File: src/rtl/alu_pkg.sv
// Operation codes and B-invert decode shared by the ALU slice and its parent.
// Pure definitions: no logic, no latency.
package alu_pkg;

  localparam logic [2:0] CTRL_ADD = 3'b000;
  localparam logic [2:0] CTRL_SUB = 3'b001;
  localparam logic [2:0] CTRL_XOR = 3'b010;
  localparam logic [2:0] CTRL_SLT = 3'b011;
  localparam logic [2:0] CTRL_MUL = 3'b100;

  // SLT runs the adder as a subtract so the MSB set bit gives the sign of a-b.
  function automatic logic ctrl_is_sub(input logic [2:0] ctrl);
    return (ctrl == CTRL_SUB) || (ctrl == CTRL_SLT);
  endfunction

endpackage

File: src/rtl/full_adder_1bit.sv
// One-bit full adder for the ALU ripple chain.
// Purely combinational, zero latency, no flow control.
module full_adder_1bit (
  input  logic a,
  input  logic b,
  input  logic cin,
  output logic sum,
  output logic cout
);

  assign sum  = a ^ b ^ cin;
  assign cout = (a & b) | (a & cin) | (b & cin);

endmodule

File: src/rtl/bit_slice_1bit.sv
// One-bit ALU slice: B-invert, full adder, result mux and registered result bit.
// Carry/set/ovf combinational; out updates one edge after res when en=1, else holds.
module bit_slice_1bit
  import alu_pkg::*;
(
  input  logic       clk,
  input  logic       rst,
  input  logic       en,
  input  logic       a,
  input  logic       b,
  input  logic       cin,
  input  logic       less,
  input  logic [2:0] ctrl,
  output logic       out,
  output logic       cout,
  output logic       set,
  output logic       ovf
);

  logic bx;
  logic sum;
  logic res;
  logic out_d;
  logic out_q;

  assign bx = b ^ ctrl_is_sub(ctrl);

  full_adder_1bit u_fa (
    .a    (a),
    .b    (bx),
    .cin  (cin),
    .sum  (sum),
    .cout (cout)
  );

  assign set = sum;
  assign ovf = cin ^ cout;

  always_comb begin
    res = 1'b0;
    case (ctrl)
      CTRL_ADD: res = sum;
      CTRL_SUB: res = sum;
      CTRL_XOR: res = a ^ b;
      CTRL_SLT: res = less;
      CTRL_MUL: res = a & b;
      default:  res = 1'b0;
    endcase
  end

  always_comb begin
    out_d = out_q;
    if (en) begin
      out_d = res;
    end
  end

  always_ff @(posedge clk or posedge rst) begin
    if (rst) begin
      out_q <= 1'b0;
    end else begin
      out_q <= out_d;
    end
  end

  assign out = out_q;

endmodule

File: config.mk
export PLATFORM = sky130hd
export DESIGN_NAME = bit_slice_1bit
export DESIGN_NICKNAME = d
export VERILOG_FILES = /design/src/rtl/alu_pkg.sv /design/src/rtl/full_adder_1bit.sv /design/src/rtl/bit_slice_1bit.sv
export SDC_FILE = /design/constraint.sdc
export NUM_CORES = 1
export LEC_CHECK = 0
export ABC_AREA = 1
export ABC_CLOCK_PERIOD_IN_PS = 1900
export BUFFER_PORTS_ARGS = -buffer_cell sky130_fd_sc_hd__clkbuf_2
export CAP_MARGIN = 10
export CORE_AREA = 4 4 41 43
export CTS_CLUSTER_DIAMETER = 40
export DETAILED_ROUTE_END_ITERATION = 8
export DIE_AREA = 0 0 45 47
export PLACE_DENSITY = 0.34
export SLEW_MARGIN = 15
export SYNTH_ARGS = -nofsm -noshare
export SYNTH_HDL_FRONTEND = slang
export SYNTH_HIERARCHICAL = 1
export SYNTH_SLANG_ARGS = --single-unit
File: constraint.sdc
create_clock -name clk -period 1.9 [get_ports clk]
set_input_delay 0.285 -clock clk [delete_from_list [all_inputs] [get_ports clk]]
set_output_delay 0.285 -clock clk [all_outputs]
set_load 0.005 [all_outputs]
# Word-level counts from Yosys, hierarchy flattened
# Cells that the tools add are included.
# totals
register_bits	1
input_bits	10
out_inout_bits	4
word_cells	20
# op_classes
n_eq_ne	4
mux	1
bitwise_logic	11
n_reduce_logical	3
# op_table
op	n
equality test 3 x 2 -> 1 bit (second input constant)	2
XOR 1 bit	5
AND 1 bit	4
case mux 1 bit (4 select lines)	1
equality test 3 x 1 -> 1 bit (second input constant)	1
equality test 3 bit (second input constant)	1
logical NOT 3 bit	1
OR 1 bit	2
OR reduction 2 bit	1
logical OR 1 bit	1

# Longest topological paths before layout
# Gate-level depths: netlist (run 1).
# logic_depth
word_depth	7
depth_mapped	8
ltp_nobuf	8

# Modules after synthesis
# The synthesis (run 1) kept the hierarchy.
# modules_own_cells
module	instances	cells_each	area_each_um2	seq_area_each_um2
bit_slice_1bit	1	22	131.4	25.0
full_adder_1bit	1	1	20.0	0.0

# Worst setup path before layout (run 1)
# OpenSTA, ideal clock, no wires.
# synth_path
path_kind	input port to output port
startpoint	input port ctrl[2]
endpoint	output port ovf
arrival_time_ns	1.151
required_time_ns	1.615
path_slack_ns	0.464
stages	5
path_buffers	0
path_cell_list	inv_1 nand2_1 xnor2_1 fa_1 xor2_1
# synth_via
elab_chain_len	7
word_cells_on_any_way	9
classes_between	eq/ne: 2; bitwise: 6; reduce/logical: 1
# synth_rtl
item	line	text
start, declared	bit_slice_1bit.sv:13	input logic [2:0] ctrl,
equality test 3 x 1 -> 1 bit or equality test 3 x 2 -> 1 bit (tied branches)	alu_pkg.sv:13	return (ctrl == CTRL_SUB) || (ctrl == CTRL_SLT);
logical OR 1 bit *	alu_pkg.sv:13	
XOR 1 bit *	bit_slice_1bit.sv:26	assign bx = b ^ ctrl_is_sub(ctrl);
named net bx	bit_slice_1bit.sv:20	logic bx;
AND 1 bit	full_adder_1bit.sv:12	assign cout = (a & b) | (a & cin) | (b & cin);
OR 1 bit	full_adder_1bit.sv:12	
OR 1 bit *	full_adder_1bit.sv:12	
named net cout	bit_slice_1bit.sv:15	output logic cout,
XOR 1 bit *	bit_slice_1bit.sv:37	assign ovf = cin ^ cout;
end, declared	bit_slice_1bit.sv:17	output logic ovf
# Mark *: on every way through the listed nets, which the timed path passes. The rest lies on a longest branch.

# Final worst setup path (run 1)
# layout_path
startpoint	input port ctrl[2]
endpoint	output port ovf
# layout_via
elab_chain_len	7
word_cells_on_any_way	9
classes_between	eq/ne: 2; bitwise: 6; reduce/logical: 1
# layout_rtl
item	line
equality test 3 x 1 -> 1 bit or equality test 3 x 2 -> 1 bit (tied branches)	alu_pkg.sv:13
logical OR 1 bit *	alu_pkg.sv:13
XOR 1 bit *	bit_slice_1bit.sv:26
named net bx	bit_slice_1bit.sv:20
AND 1 bit	full_adder_1bit.sv:12
OR 1 bit	full_adder_1bit.sv:12
OR 1 bit *	full_adder_1bit.sv:12
XOR 1 bit *	bit_slice_1bit.sv:37
# Marked as above.

==> results.txt, run 1 <==
* Layout Area Growth over Synthesis: 55.4%
- In this run, placement finished with an instance count of 51.
- Synth top area share: 17.4%
- The first global-routing pass estimated 607 µm of wire.
- Routability-driven placement finished with a final weighted congestion of 0.648.
* Detailed-route wire length per cell: 7.24 µm
- Setup violations remaining at the end of the flow were counted as 0.
- Final-layout setup total negative slack: 0 ns
* I/O Buffers: 13
- The floorplan step defined a die boundary enclosing 2120 µm².
* Number of hold buffers added after CTS: 0
- Post-synthesis cell type with the largest combined area: inv_1
* Worst relative slew slack: 86.6%
- The finished layout holds 51 standard cells, fillers aside.
- Number of storage elements in the synthesis netlist: 1
- Worst r2r src: out
- Once the floorplan was initialized, standard cells occupied 11.6% of the core.
- In this run the critical register-to-register path is captured at out.
- Leakage: 0.149 nW
* Diodes inserted: 0
* Warnings, synthesis: 6
* Post-synthesis sequential area ratio: 16.5%
- Pin count of the biggest net entering global routing: 5
- Dividing total power by cell area gives a power density of 341 nW/µm².
* Setup repair after global routing missed its margin: false
* Fraction of final layout cells with drive strength greater than 1: 38.9%
- Data arrives at the worst endpoint at 1.36 ns.
* Post-layout nets: 50
- Leading cell type in the layout, fill and taps excluded: clkbuf_2
- STA classifies the critical path startpoint as a primary input.
- Power share of the combinational group: 68.1%
- Core region area: 1300 µm²
- Cell with the biggest individual delay on the critical path: fa_1
- Max-cap violation count: 0
* Synth Cell Area: 151 µm²
- Total routed wirelength: 369 µm
* Number of vias in the routed layout: 164
- Synth Net Count: 35
- Final count of hold timing violations: 0
- Synth cell types: 11
- Clock latency of the later-clocked register in the worst-skew pair: 0 ns
* PostCTS Resize Cnt: 0
* Crit share post-route: 86.4%
* Register-to-Register Setup Slack: 1.26 ns
* Overall power after layout: 80.2 µW
* Average footprint of a synthesized cell: 6.58 µm²
- The run finished with clean final reports.
- Clock slew at reported path FFs: 0 ns
- IR analysis of the VDD net gives a maximum drop of 0.105 mV.
- The analysis attributes to net switching a power of 28.0 µW.
- CP required: 1.62 ns
* Standard-cell row count: 13
- The die is 47 µm tall.
- In this run the remaining antenna-violating nets after routing total 0.
* Internal power contribution: 52.2 µW
- Number of global-route vias before repair: 166
- Synthesis produced 23 cells.
* Library cell appearing most often on the critical path: clkbuf_2
* Post-CTS setup buffers: 0
- Core utilization of the finished layout: 18.1%
- Along the worst path, the maximum fanout reaches 2.
- Counting I/O delays and the setup requirement, the final critical path takes 1.64 ns.
- In the layout the commonest cells are clkbuf_2 (13), inv_1 (7), nand2_1 (6).
* Max Transition Viols Final: 0
- In the routed design, unresolved DRC markers number 0.
- Measured in cells, the most critical reg-to-reg path has a length of 2.
- The worst setup path is captured at an output pin.
* Achievable clock frequency: 609 MHz
* Share of power burned in registers: 31.9%
- The clock network is responsible for 0% of the overall power.
- Via density: 3.22
- Clock Skews: 0 ns
* Slew at the pin closest to its max-slew limit: 0.200 ns
* Main area contributors after synthesis: inv_1 (17%), dfrtp_1 (17%), nand2_1 (15%)
* Slowest stage delay, CP: 0.43 ns
* Min-Delay Path Class: in2async
- The die is 45 µm wide.
* Global routing usage summed across all routing layers: 3.63%
* Cell-by-cell trace of the critical path: clkbuf_2 -> inv_1 -> nand2_1 -> xnor2_1 -> fa_1 -> xor2_1 -> clkbuf_2
- The total overflow left after global routing is 0.
- Switching fraction of total power: 34.9%
- The worst setup path is of the in2out kind.
- Iteration-0 DRC count of the detailed router: 2
- The number of antenna violations at the first check in global routing came to 0.
- Num ports: 14
* Number of flip-flops under the largest register name: 1
- For this run, the detailed router's first-pass iteration total came to 2.
cells in the mapped netlist:
master   n
a31oi_1  1
xor2_1   1
inv_1    7
nand3_1  1
nand2_1  6
nor2_1   2
a21oi_2  1
fa_1     1
ha_1     1
xnor2_1  1
dfrtp_1  1
worst max-delay path, delay by kind of cell:
kind | cells | cell delay, ns
and+or+nand+nor | 1 | 0.06
xor gates and xnor gates | 2 | 0.31
buffers and inverters | 3 | 0.28
adders and majority gates | 1 | 0.43
metrics by stage:
stage | setup slack [ns] | instance area, µm² | hold slack [ns]
2_1_floorplan | 0.464 | 151 | 0.0137
3_3_place_gp | 0.263 | 235 | 0.101
3_5_place_dp | 0.263 | 235 | 0.105
4_1_cts | 0.255 | 235 | 0.106
5_1_grt | 0.109 | 235 | 0.115
6_report | 0.259 | 235 | 0.103
layer usage:
layer / share of wire (%) / up-vias / wire (µm) / global-route usage [%]
met3: 20 / 0 / 73 / 1.15
li1: - / 96 / - / -
met2: 23 / 14 / 84 / 5.08
met1: 57 / 54 / 212 / 5.67
met5: 0 / - / 0 / 0
met4: 0 / 0 / 0 / 0
power groups by stage:
stage | Sequential, mW | Combinational (mW) | Clock [mW]
5_1_grt | 0.0259 | 0.0644 | 0
2_1_floorplan | 0.0258 | 0.0279 | 0
6_report | 0.0256 | 0.0547 | 0
3_3_place_gp | 0.0256 | 0.0569 | 0
4_1_cts | 0.0256 | 0.0561 | 0
3_5_place_dp | 0.0256 | 0.0556 | 0
logic make-up after synthesis:
| logic type | Yosys count | synth area share [%] |
|---|---|---|
| AOI/OAI and AO/OA | 2 | 9.92 |
| adders and majority gates | 2 | 21.5 |
| and+or+nand+nor | 9 | 23.1 |
| buffers and inverters | 7 | 17.4 |
| xor gates and xnor gates | 2 | 11.6 |
| DFF | 1 | 16.5 |
worst max path at each step:
stage             from   to  slack [ns]  cells past startpoint
2_1_floorplan  ctrl[2]  ovf        0.46                      5
3_3_place_gp   ctrl[2]  ovf        0.26                      7
3_5_place_dp   ctrl[2]  ovf        0.26                      7
4_1_cts        ctrl[2]  ovf        0.26                      7
5_1_grt        ctrl[2]  ovf        0.11                      7
6_report       ctrl[2]  ovf        0.26                      7
layout make-up:
cell class,instances,area [µm²]
fill,153,1070
multi-input combinational,15,100
timing repair buffer,13,65.1
inverter,7,26.3
sequential,1,25.0
tap,15,18.8
Power figures use the tool's default switching activity.
==> inputs of run 2 (changes only) <==
--- a/constraint.sdc
+++ b/constraint.sdc
@@ -3,2 +3,2 @@
 set_output_delay 0.285 -clock clk [all_outputs]
-set_load 0.005 [all_outputs]
+set_load 0.01 [all_outputs]
==> run 2 against run 1 <==
Utilization unchanged. Total power increased by 7.3%. Critical endpoint unchanged. Cell count is the same. Fmax is 1.9% lower. Clock skew stayed put. Global-route usage grew 0.32 points. First-iteration DRC count down 50%.
==> results.txt, run 2 (same netlist as run 1, synthesis figures left out) <==
- Detailed-route wire length per cell: 7.43 µm (+2.7%)
- The floorplan core area is 1300 µm² (unchanged).
- The starting density of the core was 11.6% (unchanged).
- The DRC violation count after routing is 0 (unchanged).
- The number of global-route vias before repair came to 168 (+1.2%).
- Diodes inserted: 0 (unchanged)
- Final count of hold timing violations: 0 (unchanged)
- Clock latency of the later-clocked register in the worst-skew pair: 0 ns (unchanged)
- The I/O pin total came to 14 (unchanged).
- The first-pass GRT wire length is 669 µm (+10%).
- The share of layout cells above drive strength 1 is 38.9% (unchanged).
- Clock slew at reported path FFs: 0 ns (unchanged)
- The library cells used most frequently in the layout, excluding fill and tap cells, are clkbuf_2 (13), inv_1 (7), nand2_1 (6).
- The overflow left after global routing came to 0 (unchanged).
- X dimension of the die: 45 µm (unchanged)
* Iteration-0 DRC count of the detailed router: 1 (-1)
* Peak VDD IR: 0.132 mV (+25%)
- The number of flip-flops in the largest register came to 1 (unchanged).
* Number of antenna violations at the first check in global routing: 0 (unchanged)
- The static power due to leakage is 0.149 nW (unchanged).
- Min-Delay Path Class: in2async
- Post-route ant nets: 0 (unchanged)
* Crit share post-route: 88.0% (+1.6 points)
- Number of vias in the routed layout: 181 (+10%)
* Startpoint types: primary input
* Min Clock Period, post-route: 1.67 ns (+0.0310 ns)
- STA classifies the critical path endpoint as an output pin.
- The final net count came to 50 (unchanged).
- The maximum clock frequency is 598 MHz (-1.9%).
- The die height is 47 µm (unchanged).
- The sum of internal, switching and leakage power came to 86.1 µW (+7.3%).
- Leading cell type in the layout, fill and taps excluded: clkbuf_2
* Filler Cells Inserted: 167 (+9.2%)
- The overall routing resource usage is 3.95% (+0.32 points).
* Final-layout setup total negative slack: 0 ns (unchanged)
- Setup repair after global routing left no endpoint under its margin.
- The count of max-cap constraint violations is 0 (unchanged).
- Pin count of the biggest net entering global routing: 5 (unchanged)
- Crit path max fanout: 2 (unchanged)
- The slew at the pin closest to its max-slew limit was 0.185 ns (-0.0147 ns).
- Setup violations, final: 0 (unchanged)
* WS Path Type: in2out
* Total die area: 2120 µm² (unchanged)
- Via density: 3.55 (+10%)
* Critical path data arrival time: 1.39 ns (+0.03 ns)
- Power per unit of standard cell area: 366 nW/µm² (+7.3%)
- Total routed wirelength: 379 µm (+2.7%)
- The number of iterations in the first detailed-routing pass is 4 (+2).
- The count of input and output buffers came to 13 (unchanged).
- The global placement routability congestion was 0.638 (-1.5%).
- Hold_ws: 0.104 ns (+0.000727 ns)
- PostCTS Resize Cnt: 0 (unchanged)
- Worst relative slew slack: 87.6% (+0.99 points)
* CP required: 1.62 ns (about the same)
* Core utilization of the finished layout: 18.1% (unchanged)
* Run status: finished clean
- Number of hold buffers added after CTS: 0 (unchanged)
- Post-CTS setup buffers: 0 (unchanged)
- The number of slew-limit violations in the final report was 0 (unchanged).
* Clock Skews: 0 ns (unchanged)
- The number of rows created at floorplan was 13 (unchanged).
* Layout Area Growth over Synthesis: 55.4% (unchanged)
run 2: final cells by class:
class / instances / area [µm²] / share of cell area (%)
Timing Repair Buffer: 13 / 65.1 / 27.7
Sequential cell: 1 / 25.0 / 10.6
Tap cell: 15 / 18.8 / 7.98
Multi-Input combinational cell: 15 / 100 / 42.6
Inverter: 7 / 26.3 / 11.2
run 2: per-layer routing:
metal	up-vias	global-route usage (%)	wire, µm
li1	95	-	-
met1	70	7.26	202
met2	16	4.52	106
met3	0	0.766	69
met4	0	0	0
met5	-	0	0
run 2: final timing paths:
kind	startpoint	to	slack, ns	cells past startpoint
worst min-delay path	rst	out	0.10	2
worst max register to register	out	out	1.26	2
min in group clk	out	out	0.51	2
worst min register to register	out	out	0.51	2
max in group asynchronous	rst	out	1.71	2
worst max-delay path	ctrl[2]	ovf	0.23	7
run 2: report_power, final:
part | leakage (nW) | switching (mW) | internal, mW
Clock | 0 | 0 | 0
Combinational | 0.137 | 0.0322 | 0.0283
Sequential | 0.0119 | 0.00131 | 0.0243
run 2: per-stage QoR:
stage               cells  area, µm²  worst slack (ns)
global placement       51        235             0.211
detailed placement     51        235             0.228
CTS                    51        235             0.225
finish                 51        235             0.228
global route           51        235            0.0782
floorplan              23        151             0.359
run 2: worst max-delay path: stages:
cell and delay (ns):
clkbuf_2 0.10, inv_1 0.07, nand2_1 0.06, xnor2_1 0.14, fa_1 0.43, xor2_1 0.16, clkbuf_2 0.15
==> inputs of run 3 (changes only) <==
Settings changed: ABC_CLOCK_PERIOD_IN_PS 1900 to 1890.
Clock period 1.9 ns to 1.89 ns, I/O delays scaled along.
==> run 3 against run 2 <==
Critical path depth did not move. Combinational power barely moved. Via count fell by 7.2%. Worst hold slack got worse by 0.0024 ns. Cell count did not move. Setup slack got worse by 0.0011 ns. Utilization did not move. Largest power group unchanged. Highest routed layer unchanged.
==> results.txt, run 3 (same netlist as run 1, synthesis figures left out) <==
- Cell-by-cell trace of the critical path: clkbuf_2 -> inv_1 -> nand2_1 -> xnor2_1 -> fa_1 -> xor2_1 -> clkbuf_2
- Max-cap violation count: 0 (unchanged)
- The floorplan core area came to 1300 µm² (unchanged).
- WS Path Type: in2out
- The die footprint is 2120 µm² (unchanged).
- Clock Skews: 0 ns (unchanged)
- Min-Delay Path Class: in2async
- The count of input and output buffers came to 13 (unchanged).
- Post-layout nets: 50 (unchanged)
* Cell with the biggest individual delay on the critical path: fa_1
- Met1 track demand over resource: 7.01% (-0.24 points)
- The number of global-route vias before repair was 174 (+3.6%).
* Startpoint types: primary input
- The number of flip-flops in the largest register is 1 (unchanged).
* Cell count after placement: 51 (unchanged)
* Number of hold buffers added after CTS: 0 (unchanged)
- The smallest clock period supported by the final layout is computed as 1.66 ns.
* Critical path data arrival time: 1.38 ns (about the same)
* GRT Residual Overflow: 0 (unchanged)
- Number of antenna violations at the first check in global routing: 0 (unchanged)
- Via density: 3.29 (-7.2%)
- The delay of the slowest cell on the worst path came to 0.43 ns (about the same).
- Dividing the final minimum period by the clock period gives 88.0%.
- First-pass GRT wire length: 703 µm (+5.1%)
- The non-filler instance count after layout is 51 (unchanged).
* Final count of hold timing violations: 0 (unchanged)
- The clock transition at the registers of the reported paths came to 0 ns (unchanged).
- Leaving out fill and tap cells, the most frequent cells in the layout are clkbuf_2 (13), inv_1 (7), nand2_1 (6).
- Global routing usage summed across all routing layers: 4.10% (+0.15 points)
- The clock insertion delay at the later pin of the skew report was 0 ns (unchanged).
- The footprint of the multi-input gates was 100 µm² (unchanged).
- Number of vias in the routed layout: 168 (-7.2%)
* GR Util met2: 5.37% (+0.85 points)
- Final-layout setup total negative slack: 0 ns (unchanged)
- The fraction of met3 tracks used by global routing came to 0.766% (unchanged).
- Post-CTS setup buffers: 0 (unchanged)
- CP required: 1.61 ns (about the same)
- Leaving out fill and tap cells, the most frequent cell in the layout is clkbuf_2.
- The number of rows created at floorplan is 13 (unchanged).
- The buffer and inverter count on the worst path came to 3 (unchanged).
- The fill cell instance count of the final layout is 159 (-4.8%).
- The post-place instance area is 235 µm² (unchanged).
- The headroom to the max-slew limit was 87.6% (about the same).
- DRT Pass-1 Iters: 2 (-2)
- Post-route ant nets: 0 (unchanged)
* Run status: finished clean
* PostCTS Resize Cnt: 0 (unchanged)
- The most numerous cell type found on the critical path is clkbuf_2.
- The slew at the pin closest to its max-slew limit is 0.185 ns (+0.000284 ns).
- Derived from the worst setup path, the maximum achievable clock frequency is 601 MHz.
* X dimension of the die: 45 µm (unchanged)
- The final routed wirelength across all metal layers is 385 µm (+1.6%).
- The area added between synthesis and finish is 55.4% (unchanged).
- Peak VDD IR: 0.105 mV (-20%)
- The cell family contributing the most delay on the critical path is adder cells.
- Crit path max fanout: 2 (unchanged)
* Power per unit of standard cell area: 366 nW/µm² (about the same)
- Effective utilization at floorplan: 11.6% (unchanged)
- The number of slew-limit violations in the final report was 0 (unchanged).
* Critical path endpoint category: output pin
- The footprint of the flip-flops and latches was 25.0 µm² (unchanged).
* Leakage: 0.149 nW (unchanged)
- Setup violations, final: 0 (unchanged)
- The pin count of the biggest net entering global routing is 5 (unchanged).
- Setup repair after global routing left no endpoint under its margin.
- Detailed-route wire length per cell: 7.55 µm (+1.6%)
- Diodes inserted: 0 (unchanged)
- Num ports: 14 (unchanged)
- Height of the die: 47 µm (unchanged)
- met1 is the most crowded layer.
- Weighted congestion at the end of routability-driven global placement: 0.651 (+1.9%)
* Residual DRC: 0 (unchanged)
- The cell area after layout came to 235 µm² (unchanged).
- The initial detailed-routing violation count was 2 (+1).
- The share of layout cells above drive strength 1 came to 38.9% (unchanged).
[run 3: cell counts in the layout (fill, tap and decap cells not counted)]
Identical to the previous run, type by type.
[run 3: path summary, 6_finish.rpt]
| path | start | end | slack (ns) | cells past startpoint |
|---|---|---|---|---|
| max | ctrl[2] | ovf | 0.23 | 7 |
| min | rst | out | 0.10 | 2 |
| max reg2reg | out | out | 1.25 | 2 |
| min reg2reg | out | out | 0.50 | 2 |
| max in group asynchronous | rst | out | 1.70 | 2 |
| min in group clk | out | out | 0.50 | 2 |
[run 3: metal layers]
layer  share of wire (%)  vias to the layer above
li1                    -                       94
met1                  59                       60
met2                  26                       14
met3                  15                        0
met4                   0                        0
met5                   0                        -
[run 3: layout make-up]
| cell class | instances | share of cell area [%] |
|---|---|---|
| Inverter | 7 | 11.2 |
| Sequential cell | 1 | 10.6 |
| Multi-Input combinational cell | 15 | 42.6 |
| Tap cell | 15 | 7.98 |
| Timing Repair Buffer | 13 | 27.7 |
[run 3: where the power goes]
part / internal, mW / leakage, nW / switching, mW / total [mW]
Combinational: 0.0281 / 0.137 / 0.0323 / 0.0604
Clock: 0 / 0 / 0 / 0
Sequential: 0.0244 / 0.0119 / 0.00125 / 0.0257
[run 3: metrics by stage]
step / util [%] / power (mW) / hold WS (ns) / setup WS (ns)
3_3_place_gp: 18.1 / 0.0880 / 0.0999 / 0.225
2_1_floorplan: - / 0.0597 / 0.0122 / 0.352
6_report: 18.1 / 0.0860 / 0.101 / 0.227
4_1_cts: 18.1 / 0.0872 / 0.104 / 0.220
5_1_grt: 18.1 / 0.0962 / 0.116 / 0.119
3_5_place_dp: 18.1 / 0.0866 / 0.103 / 0.235
